### src/rtl/bus_cmd_pkg.sv
// Shared types and default parameters for the bus command master.
// Optional timeout support is enabled with the BUS_CMD_MASTER_TIMEOUT_EN macro.
package bus_cmd_pkg;

    localparam int DEF_AW      = 8;
    localparam int DEF_DW      = 32;
    localparam int DEF_DEPTH   = 4;
    localparam int DEF_TIMEOUT = 16;

    typedef enum logic [1:0] {
        ST_IDLE = 2'd0,
        ST_REQ  = 2'd1,
        ST_GAP  = 2'd2
    } state_t;

endpackage

### src/rtl/bus_cmd_fifo.sv
// Synchronous FIFO holding queued bus commands; DEPTH must be a power of two.
// Push is ignored when full and pop is ignored when empty.
module bus_cmd_fifo #(
    parameter int W     = 8,
    parameter int DEPTH = 4
) (
    input  logic         clk,
    input  logic         rst,
    input  logic         i_push,
    input  logic         i_pop,
    input  logic [W-1:0] i_din,
    output logic [W-1:0] o_dout,
    output logic         o_full,
    output logic         o_empty
);

    localparam int PW = $clog2(DEPTH);
    localparam int CW = PW + 1;
    localparam logic [CW-1:0] FULL_CNT = CW'(DEPTH);

    logic [W-1:0]  r_mem [DEPTH];
    logic [PW-1:0] r_wr_ptr;
    logic [PW-1:0] r_rd_ptr;
    logic [CW-1:0] r_count;
    logic          w_do_push;
    logic          w_do_pop;

    assign o_full    = (r_count == FULL_CNT);
    assign o_empty   = (r_count == '0);
    assign w_do_push = i_push & ~o_full;
    assign w_do_pop  = i_pop & ~o_empty;
    assign o_dout    = r_mem[r_rd_ptr];

    always_ff @(posedge clk) begin
        if (w_do_push) begin
            r_mem[r_wr_ptr] <= i_din;
        end
    end

    // Pointers wrap naturally because DEPTH is a power of two.
    always_ff @(posedge clk) begin
        if (rst) begin
            r_wr_ptr <= '0;
            r_rd_ptr <= '0;
            r_count  <= '0;
        end else begin
            if (w_do_push) r_wr_ptr <= r_wr_ptr + 1'b1;
            if (w_do_pop)  r_rd_ptr <= r_rd_ptr + 1'b1;
            case ({w_do_push, w_do_pop})
                2'b10:   r_count <= r_count + 1'b1;
                2'b01:   r_count <= r_count - 1'b1;
                default: r_count <= r_count;
            endcase
        end
    end

endmodule

### src/rtl/bus_cmd_master.sv
// Queues read/write commands and issues them one at a time on a req/gnt bus.
// Define BUS_CMD_MASTER_TIMEOUT_EN to abort requests left ungranted for TIMEOUT cycles.
module bus_cmd_master
    import bus_cmd_pkg::*;
#(
    parameter int AW      = DEF_AW,
    parameter int DW      = DEF_DW,
    parameter int DEPTH   = DEF_DEPTH,
    parameter int TIMEOUT = DEF_TIMEOUT
) (
    input  logic          clk,
    input  logic          rst,
    input  logic          cmd_valid,
    output logic          cmd_ready,
    input  logic          cmd_wr,
    input  logic [AW-1:0] cmd_addr,
    input  logic [DW-1:0] cmd_wdata,
    output logic          rsp_valid,
    output logic          rsp_wr,
    output logic [DW-1:0] rsp_rdata,
    output logic          rsp_err,
    output logic          busy,
    output logic          bus_req,
    output logic          bus_wr_en,
    output logic [AW-1:0] bus_addr,
    output logic [DW-1:0] bus_wdata,
    input  logic          bus_gnt,
    input  logic [DW-1:0] bus_rdata,
    output state_t        dbg_state
);

    // Handshake: a command is taken on any edge where cmd_valid && cmd_ready;
    // rsp_valid is a single-cycle pulse with no backpressure.
    localparam int FW = 1 + AW + DW;

    state_t        r_state;
    logic          w_full;
    logic          w_empty;
    logic          w_pop;
    logic [FW-1:0] w_head;

    assign cmd_ready = ~w_full;
    assign w_pop     = (r_state == ST_IDLE) && !w_empty;
    assign busy      = !w_empty || (r_state != ST_IDLE);
    assign dbg_state = r_state;

    bus_cmd_fifo #(
        .W     (FW),
        .DEPTH (DEPTH)
    ) u_fifo (
        .clk     (clk),
        .rst     (rst),
        .i_push  (cmd_valid & ~w_full),
        .i_pop   (w_pop),
        .i_din   ({cmd_wr, cmd_addr, cmd_wdata}),
        .o_dout  (w_head),
        .o_full  (w_full),
        .o_empty (w_empty)
    );

`ifdef BUS_CMD_MASTER_TIMEOUT_EN
    localparam int TW = $clog2(TIMEOUT + 1);
    localparam logic [TW-1:0] TMO_LAST = TW'(TIMEOUT - 1);
    logic [TW-1:0] r_tmo_cnt;
    logic          r_rsp_err;
    assign rsp_err = r_rsp_err;
`else
    assign rsp_err = 1'b0;
`endif

    always_ff @(posedge clk) begin
        if (rst) begin
            r_state   <= ST_IDLE;
            bus_req   <= 1'b0;
            bus_wr_en <= 1'b0;
            bus_addr  <= '0;
            bus_wdata <= '0;
            rsp_valid <= 1'b0;
            rsp_wr    <= 1'b0;
            rsp_rdata <= '0;
`ifdef BUS_CMD_MASTER_TIMEOUT_EN
            r_tmo_cnt <= '0;
            r_rsp_err <= 1'b0;
`endif
        end else begin
            rsp_valid <= 1'b0;
            case (r_state)
                ST_IDLE: begin
                    if (!w_empty) begin
                        bus_wr_en <= w_head[FW-1];
                        bus_addr  <= w_head[DW +: AW];
                        bus_wdata <= w_head[DW-1:0];
                        bus_req   <= 1'b1;
                        r_state   <= ST_REQ;
                    end
                end
                ST_REQ: begin
                    // bus_wr_en still describes the in-flight command here.
                    if (bus_gnt) begin
                        rsp_valid <= 1'b1;
                        rsp_wr    <= bus_wr_en;
                        rsp_rdata <= bus_wr_en ? '0 : bus_rdata;
                        bus_req   <= 1'b0;
                        bus_wr_en <= 1'b0;
                        r_state   <= ST_GAP;
`ifdef BUS_CMD_MASTER_TIMEOUT_EN
                        r_rsp_err <= 1'b0;
                        r_tmo_cnt <= '0;
                    end else if (r_tmo_cnt == TMO_LAST) begin
                        rsp_valid <= 1'b1;
                        rsp_wr    <= bus_wr_en;
                        rsp_rdata <= '0;
                        r_rsp_err <= 1'b1;
                        bus_req   <= 1'b0;
                        bus_wr_en <= 1'b0;
                        r_tmo_cnt <= '0;
                        r_state   <= ST_GAP;
                    end else begin
                        r_tmo_cnt <= r_tmo_cnt + 1'b1;
`endif
                    end
                end
                ST_GAP: begin
                    r_state <= ST_IDLE;
                end
                default: begin
                    r_state <= ST_IDLE;
                end
            endcase
        end
    end

endmodule

### config.mk
export PLATFORM = sky130hd
export DESIGN_NAME = bus_cmd_master
export DESIGN_NICKNAME = d
export VERILOG_FILES = /design/src/rtl/bus_cmd_pkg.sv /design/src/rtl/bus_cmd_fifo.sv /design/src/rtl/bus_cmd_master.sv
export SDC_FILE = /design/constraint.sdc
export NUM_CORES = 1
export LEC_CHECK = 0
export ABC_CLOCK_PERIOD_IN_PS = 6700
export BUFFER_PORTS_ARGS = -buffer_cell sky130_fd_sc_hd__buf_2
export CAP_MARGIN = 20
export CORE_ASPECT_RATIO = 1.2
export CORE_MARGIN = 10
export CORE_UTILIZATION = 35
export DETAILED_ROUTE_END_ITERATION = 10
export MAX_ROUTING_LAYER = met4
export PLACE_DENSITY_LB_ADDON = 0.2
export SLEW_MARGIN = 15
export SYNTH_ARGS = -nofsm -noshare
export SYNTH_HDL_FRONTEND = slang
export SYNTH_SLANG_ARGS = --single-unit
export TNS_END_PERCENT = 5
### constraint.sdc
create_clock -name clk -period 6.7 [get_ports clk]
set_input_delay 1.005 -clock clk [delete_from_list [all_inputs] [get_ports clk]]
set_output_delay 1.005 -clock clk [all_outputs]
set_load 0.02 [all_outputs]
==> impl_metrics.tcl, run 1 <==
set metrics [dict create \
    setup_viol 0 \
    hold_buffers 0 \
    slew-limit-headroom 0.3873 \
    fin_nets 763 \
    die_h_um 196.7 \
    syn-num-nets 604 \
    dieArea_mm2 0.03289 \
    drt-initial-drc-count 452 \
    grt_max_degree 49 \
    synth_warnings 0 \
    grt-ovfl-total 0 \
    num_rows 64 \
    cts_buffers 28 \
    met3_usage 0.03921 \
    critPathMaxStageDelay_ns 0.86 \
    synth_seq_cells 251 \
    crit_arrival_ns 1.70 \
    wl_um 20490 \
    gp_congestion 0.7931 \
    synthesis.area_mm2 0.009105 \
    cts_sinks 251 \
    drt_pre_antenna_iters 4 \
    vias 5140 \
    fin_crit_ns 2.702 \
    grt_use_met2 0.1988 \
    crit_end "bus_wr_en" \
    crit_path_top_delay_cell "dfxtp_1" \
    fmax_ghz 0.3701 \
    seq_area_frac_synth 0.7322 \
    status "complete, no violations" \
    io_pins 158 \
    cp-end-kind "output pin" \
    required_ns 5.69 \
    cts_buffer_depth 3 \
    synth_cell_types 36 \
    drtAntennaViolNets 0 \
    post-route-period-util 0.4032 \
    rsz0062_at_grt "no" \
    synth-edff-count 164 \
    path_depth 1 \
    r2r_start "u_fifo.r_count[0]" \
    area_delta_synth_final_pct 22.07 \
    worstSetupPathType "reg2out" \
    grt_first_pass_wirelength_um 31610 \
    grtUsageMet1 0.1486 \
    fin_skew_ns 0.009215 \
    start_kind "flop" \
    root_buffer "clkbuf_16" \
    grt_busiest_layer "met2" \
    startpoint "bus_wr_en" \
    core_mm2 0.02554 \
    finalSetupTns_ns 0 \
    routedWlPerCell_um 19.76 \
    crit_buf_inv 1 \
    hpwlAfterDp_um 12370 \
    crit_family "flip-flops" \
    reg2reg_slack_ns 4.34 \
    clk_pin_slew_worst_paths_ns 0.06 \
    r2r_cells 8 \
    grt_usage 0.1232 \
    grt_antenna_before_repair 4 \
    power_mw 4.750 \
    cap_violations 0 \
    p_per_area_mw_per_mm2 427.4 \
    htree_levels 1 \
    viasPerCell 4.957 \
    crit_chain "buf_2" \
    start_util 0.3564 \
    min_path_type "reg2reg" \
    dieWidth_um 167.2 \
    hold_violations 0 \
    grt_pass1_vias 5451 \
    ys.flop_type "edfxtp_1" \
    final-max-slew-violation-count 0 \
    synth.avg_cell_area_um2 17.48 \
    cts_setup_buffers 0 \
    netlist_instances 521 \
    drc 0 \
    cp_max_fo 35 \
    cts.repair.resized 0 \
    cts_tree "yes" \
    drive_gt1_frac 0.3761 \
    leakage_nw 4.089 \
    vdd_ir_drop_max_mv 0.2339 \
    portBuffers 156 \
    clk_latency_ns 0.52 \
    synthArstFlopShare 0 \
    reg2reg_to "u_fifo.r_count[2]" \
    tightest_slew_ns 0.9191 \
]
==> metal layers <==
metal,vias to the layer above,part of all wire
met3,28,0.082
li1,2358,-
met2,149,0.48
met1,2605,0.42
met5,-,0
met4,0,0.016
==> synthesized netlist by cell type, types with 2 or more instances <==
| cell type | count | area (um^2) |
|---|---|---|
| nand3_1 | 2 | 10.01 |
| mux4_2 | 41 | 923.4 |
| dfxtp_1 | 87 | 1742 |
| nand2_1 | 38 | 142.6 |
| inv_1 | 4 | 15.01 |
| a22o_1 | 40 | 350.3 |
| nand3b_1 | 34 | 255.2 |
| nor2_1 | 6 | 22.52 |
| clkbuf_1 | 10 | 37.54 |
| edfxtp_1 | 164 | 4925 |
| a21oi_1 | 40 | 200.2 |
| ha_1 | 5 | 62.56 |
| buf_6 | 13 | 146.4 |
| a21o_1 | 2 | 15.01 |
| buf_2 | 9 | 45.04 |
| and3_1 | 4 | 25.02 |
| buf_1 | 3 | 11.26 |
==> metrics by stage <==
step                      hold slack (ns)    util  area, um^2  worst slack [ns]  std cells
after floorplan                    0.4796       -        9105             4.002        521
after global placement             0.4355  0.3966       10130             4.129        979
after detailed placement           0.4446  0.3966       10130             4.114        979
after CTS                          0.4536  0.4340       11090             3.959       1031
after global routing               0.4694  0.4350       11110             3.865       1036
final                              0.4533  0.4351       11110             3.998       1037
==> how the worst min path moves through the flow <==
stage	from	end	slack, ns	depth (start not counted)
2_1_floorplan	u_fifo.r_count[2]	u_fifo.r_count[2]	0.48	2
3_3_place_gp	rsp_rdata[25]	rsp_rdata[25]	0.44	2
3_5_place_dp	rsp_rdata[26]	rsp_rdata[26]	0.44	2
4_1_cts	rsp_rdata[26]	rsp_rdata[26]	0.45	2
5_1_grt	rsp_rdata[26]	rsp_rdata[26]	0.47	2
6_report	bus_req	bus_req	0.45	2
==> cells in the final DEF (no fill, tap or decap), types with 5 or more instances in the layout <==
| cell type | instances |
|---|---|
| clkinv_2 | 7 |
| edfxtp_1 | 164 |
| ha_1 | 5 |
| a21oi_1 | 40 |
| nand3b_1 | 34 |
| clkbuf_16 | 30 |
| a22o_1 | 40 |
| buf_4 | 8 |
| diode_2 | 5 |
| dfxtp_1 | 85 |
| mux4_2 | 41 |
| nor2_1 | 6 |
| buf_2 | 156 |
| clkbuf_8 | 5 |
| nand2_1 | 38 |
==> flip-flops by register name (all words and copies together), names as in the netlist, 2 cells and up, named ones only <==
name and flops:
u_fifo.r_count 3, u_fifo.r_wr_ptr 2, bus_addr 8, rsp_rdata 32
dbg_state 2, bus_wdata 32, u_fifo.r_rd_ptr 2, u_fifo.r_mem 164
==> area by class of cell <==
type	count	area, um^2
fill	2316	14430
sequential	251	6671
multi-input combinational	230	2190
timing repair buffer	165	855.8
clock buffer	40	842.1
tap	330	412.9
clock inverter	12	115.1
inverter	4	15.01
antenna	5	12.51
==> report_power, final <==
part / switching (mW) / total [mW] / internal [mW]
Clock: 0.590 / 1.54 / 0.949
Sequential: 0.205 / 2.11 / 1.90
Combinational: 0.619 / 1.10 / 0.485
Total: 1.41 / 4.75 / 3.34
==> cell families after synthesis <==
family,after synthesis,synth area share
compound gates,88,0.06830
xor+xnor,2,0.001924
fa+ha+maj,6,0.009070
buf+inv,40,0.02886
flops,251,0.7322
mux,42,0.1025
other cells,1,0.0004119
simple gates,91,0.05675
(Power assumes the default switching activity.)
==> inputs of run 2 (changes only) <==
- ABC_CLOCK_PERIOD_IN_PS: 6700 -> 2600
- clock period: 6.7 -> 2.6 ns (I/O delays scaled with it)
==> run 2 against run 1 <==
Compared with the run above: largest power group unchanged; largest cell class unchanged; clock power grew 130%; flip-flop and latch count is the same; cell area shrank 0.52%; combinational power grew to 2.8 times the previous value; wire length shrank 0.32%; non-clock buffer count grew 3; utilization shrank 0.23 points; global-route usage grew 0.12 points; die area is the same; count of clock-buffer cells in the layout shrank 9; power grew to 2.5 times the previous value; cell count shrank 0.58%.
==> impl_metrics.tcl, run 2 (same netlist as run 1, synthesis figures left out) <==
set metrics [dict create \
    core_mm2 0.02554 \
    dr.max_layer_used "met4" \
    grt_antenna_before_repair 3 \
    dieArea_mm2 0.03289 \
    grt_pass1_vias 5416 \
    hold_violations 0 \
    grt_max_degree 42 \
    gp_congestion 0.8045 \
    clk_latency_ns 0.52 \
    min_path_type "in2reg" \
    io_pins 158 \
    grt-ovfl-total 0 \
    vias 5140 \
    top_register "u_fifo.r_mem" \
    viasPerCell 4.985 \
    grt_first_pass_wirelength_um 31950 \
    largest_reg_flops 164 \
    area_delta_synth_final_pct 21.44 \
    fin_util 0.4328 \
    layoutNonFillerInstCount 1031 \
    routed-wl-met2_um 9743 \
    die_h_um 196.7 \
    crit_path_top_delay_cell "fa_1" \
    drtAntennaViolNets 0 \
    leakage_nw 4.046 \
    drc 0 \
    drt_pre_antenna_iters 4 \
    cts_sinks 251 \
    power_mw 11.89 \
    setup_viol 0 \
    required_ns 3.06 \
    crit_buf_inv 1 \
    dp_cells 983 \
    hpwlAfterDp_um 12940 \
    fin_skew_ns 0.01524 \
    worstSetupPathType "reg2reg" \
    top_regs "u_fifo.r_mem x164, bus_wdata x32, rsp_rdata x32" \
    fin_nets 763 \
    cp_max_fo 5 \
    fmax_ghz 0.4324 \
    num_rows 64 \
    drive_gt1_frac 0.3668 \
    final-max-slew-violation-count 0 \
    vdd_ir_drop_max_mv 0.4523 \
    dieWidth_um 167.2 \
    wl_um 20430 \
    wirelength_met1_um 8778 \
    htree_levels 1 \
    grt_usage 0.1245 \
    slew-limit-headroom 0.4217 \
    fin_crit_ns 2.313 \
    start_kind "flop" \
    placed_area_mm2 0.01025 \
    critPathMaxStageDelay_ns 0.44 \
    start_util 0.3564 \
    status "complete, no violations" \
    cap_violations 0 \
    met3_length_um 1629 \
    routedWlPerCell_um 19.81 \
    crit_family "simple AND/OR/NAND/NOR gates" \
    rsz0062_at_grt "no" \
    post-route-period-util 0.8895 \
    clk_pin_slew_worst_paths_ns 0.06 \
    final_common_cell "edfxtp_1" \
    cts_buffers 25 \
    finalSetupTns_ns 0 \
    p_per_area_mw_per_mm2 1075 \
    drt-initial-drc-count 350 \
    n_fill_cell 2277 \
    cts_buffer_depth 3 \
    layout_common_cells "164 x edfxtp_1, 156 x buf_2, 85 x dfxtp_1" \
    hold_buffers 0 \
    crit_arrival_ns 2.77 \
    fin_area_mm2 0.01106 \
    crit_chain "or3_4 > nand2_1 > inv_1 > ha_1 > fa_1 > xnor2_1 > or3_1 > a21oi_1" \
    tightest_slew_ns 0.8663 \
    cts_setup_buffers 0 \
    cp-end-kind "flop" \
    cts.repair.resized 0 \
    root_buffer "clkbuf_16" \
    portBuffers 156 \
    cts_tree "yes" \
]
## run 2: routing by layer
metal  vias to the layer above  GRT usage
met2                       200     0.2019
met4                         0    0.02550
met3                        24    0.03702
met5                         -          -
li1                       2361          -
met1                      2555     0.1522
## run 2: final cells by class
class | instances | area [um^2] | share of cell area
diodes | 3 | 7.507 | 0.0006790
clock buffers | 31 | 658.1 | 0.05952
clock inverters | 14 | 143.9 | 0.01301
inverters | 4 | 15.01 | 0.001358
multi-input cells | 230 | 2190 | 0.1980
flip-flops and latches | 251 | 6671 | 0.6034
well taps | 330 | 412.9 | 0.03734
repair buffers | 168 | 958.4 | 0.08668
## run 2: per-stage QoR
step | hold WS (ns) | setup WS [ns]
3_5_place_dp | 0.4426 | 0.2821
2_1_floorplan | 0.4796 | 0.3918
6_report | 0.08360 | 0.2873
5_1_grt | 0.05518 | 0.1472
3_3_place_gp | 0.4347 | 0.3353
4_1_cts | 0.05583 | 0.2637
## run 2: path summary, 6_finish.rpt
check	from	to	slack [ns]	depth (start not counted)
worst max register to register	u_fifo.r_count[0]	u_fifo.r_count[2]	0.29	8
worst max-delay path	u_fifo.r_count[0]	u_fifo.r_count[2]	0.29	8
worst min register to register	rsp_rdata[13]	rsp_rdata[13]	0.45	2
worst min-delay path	cmd_addr[1]	u_fifo.r_mem[1][33]	0.08	1
## run 2: report_power, final
group	internal, mW	leakage (nW)	switching, mW
Sequential	4.90	2.22	0.431
Clock	2.09	0.398	1.43
Combinational	1.32	1.43	1.72
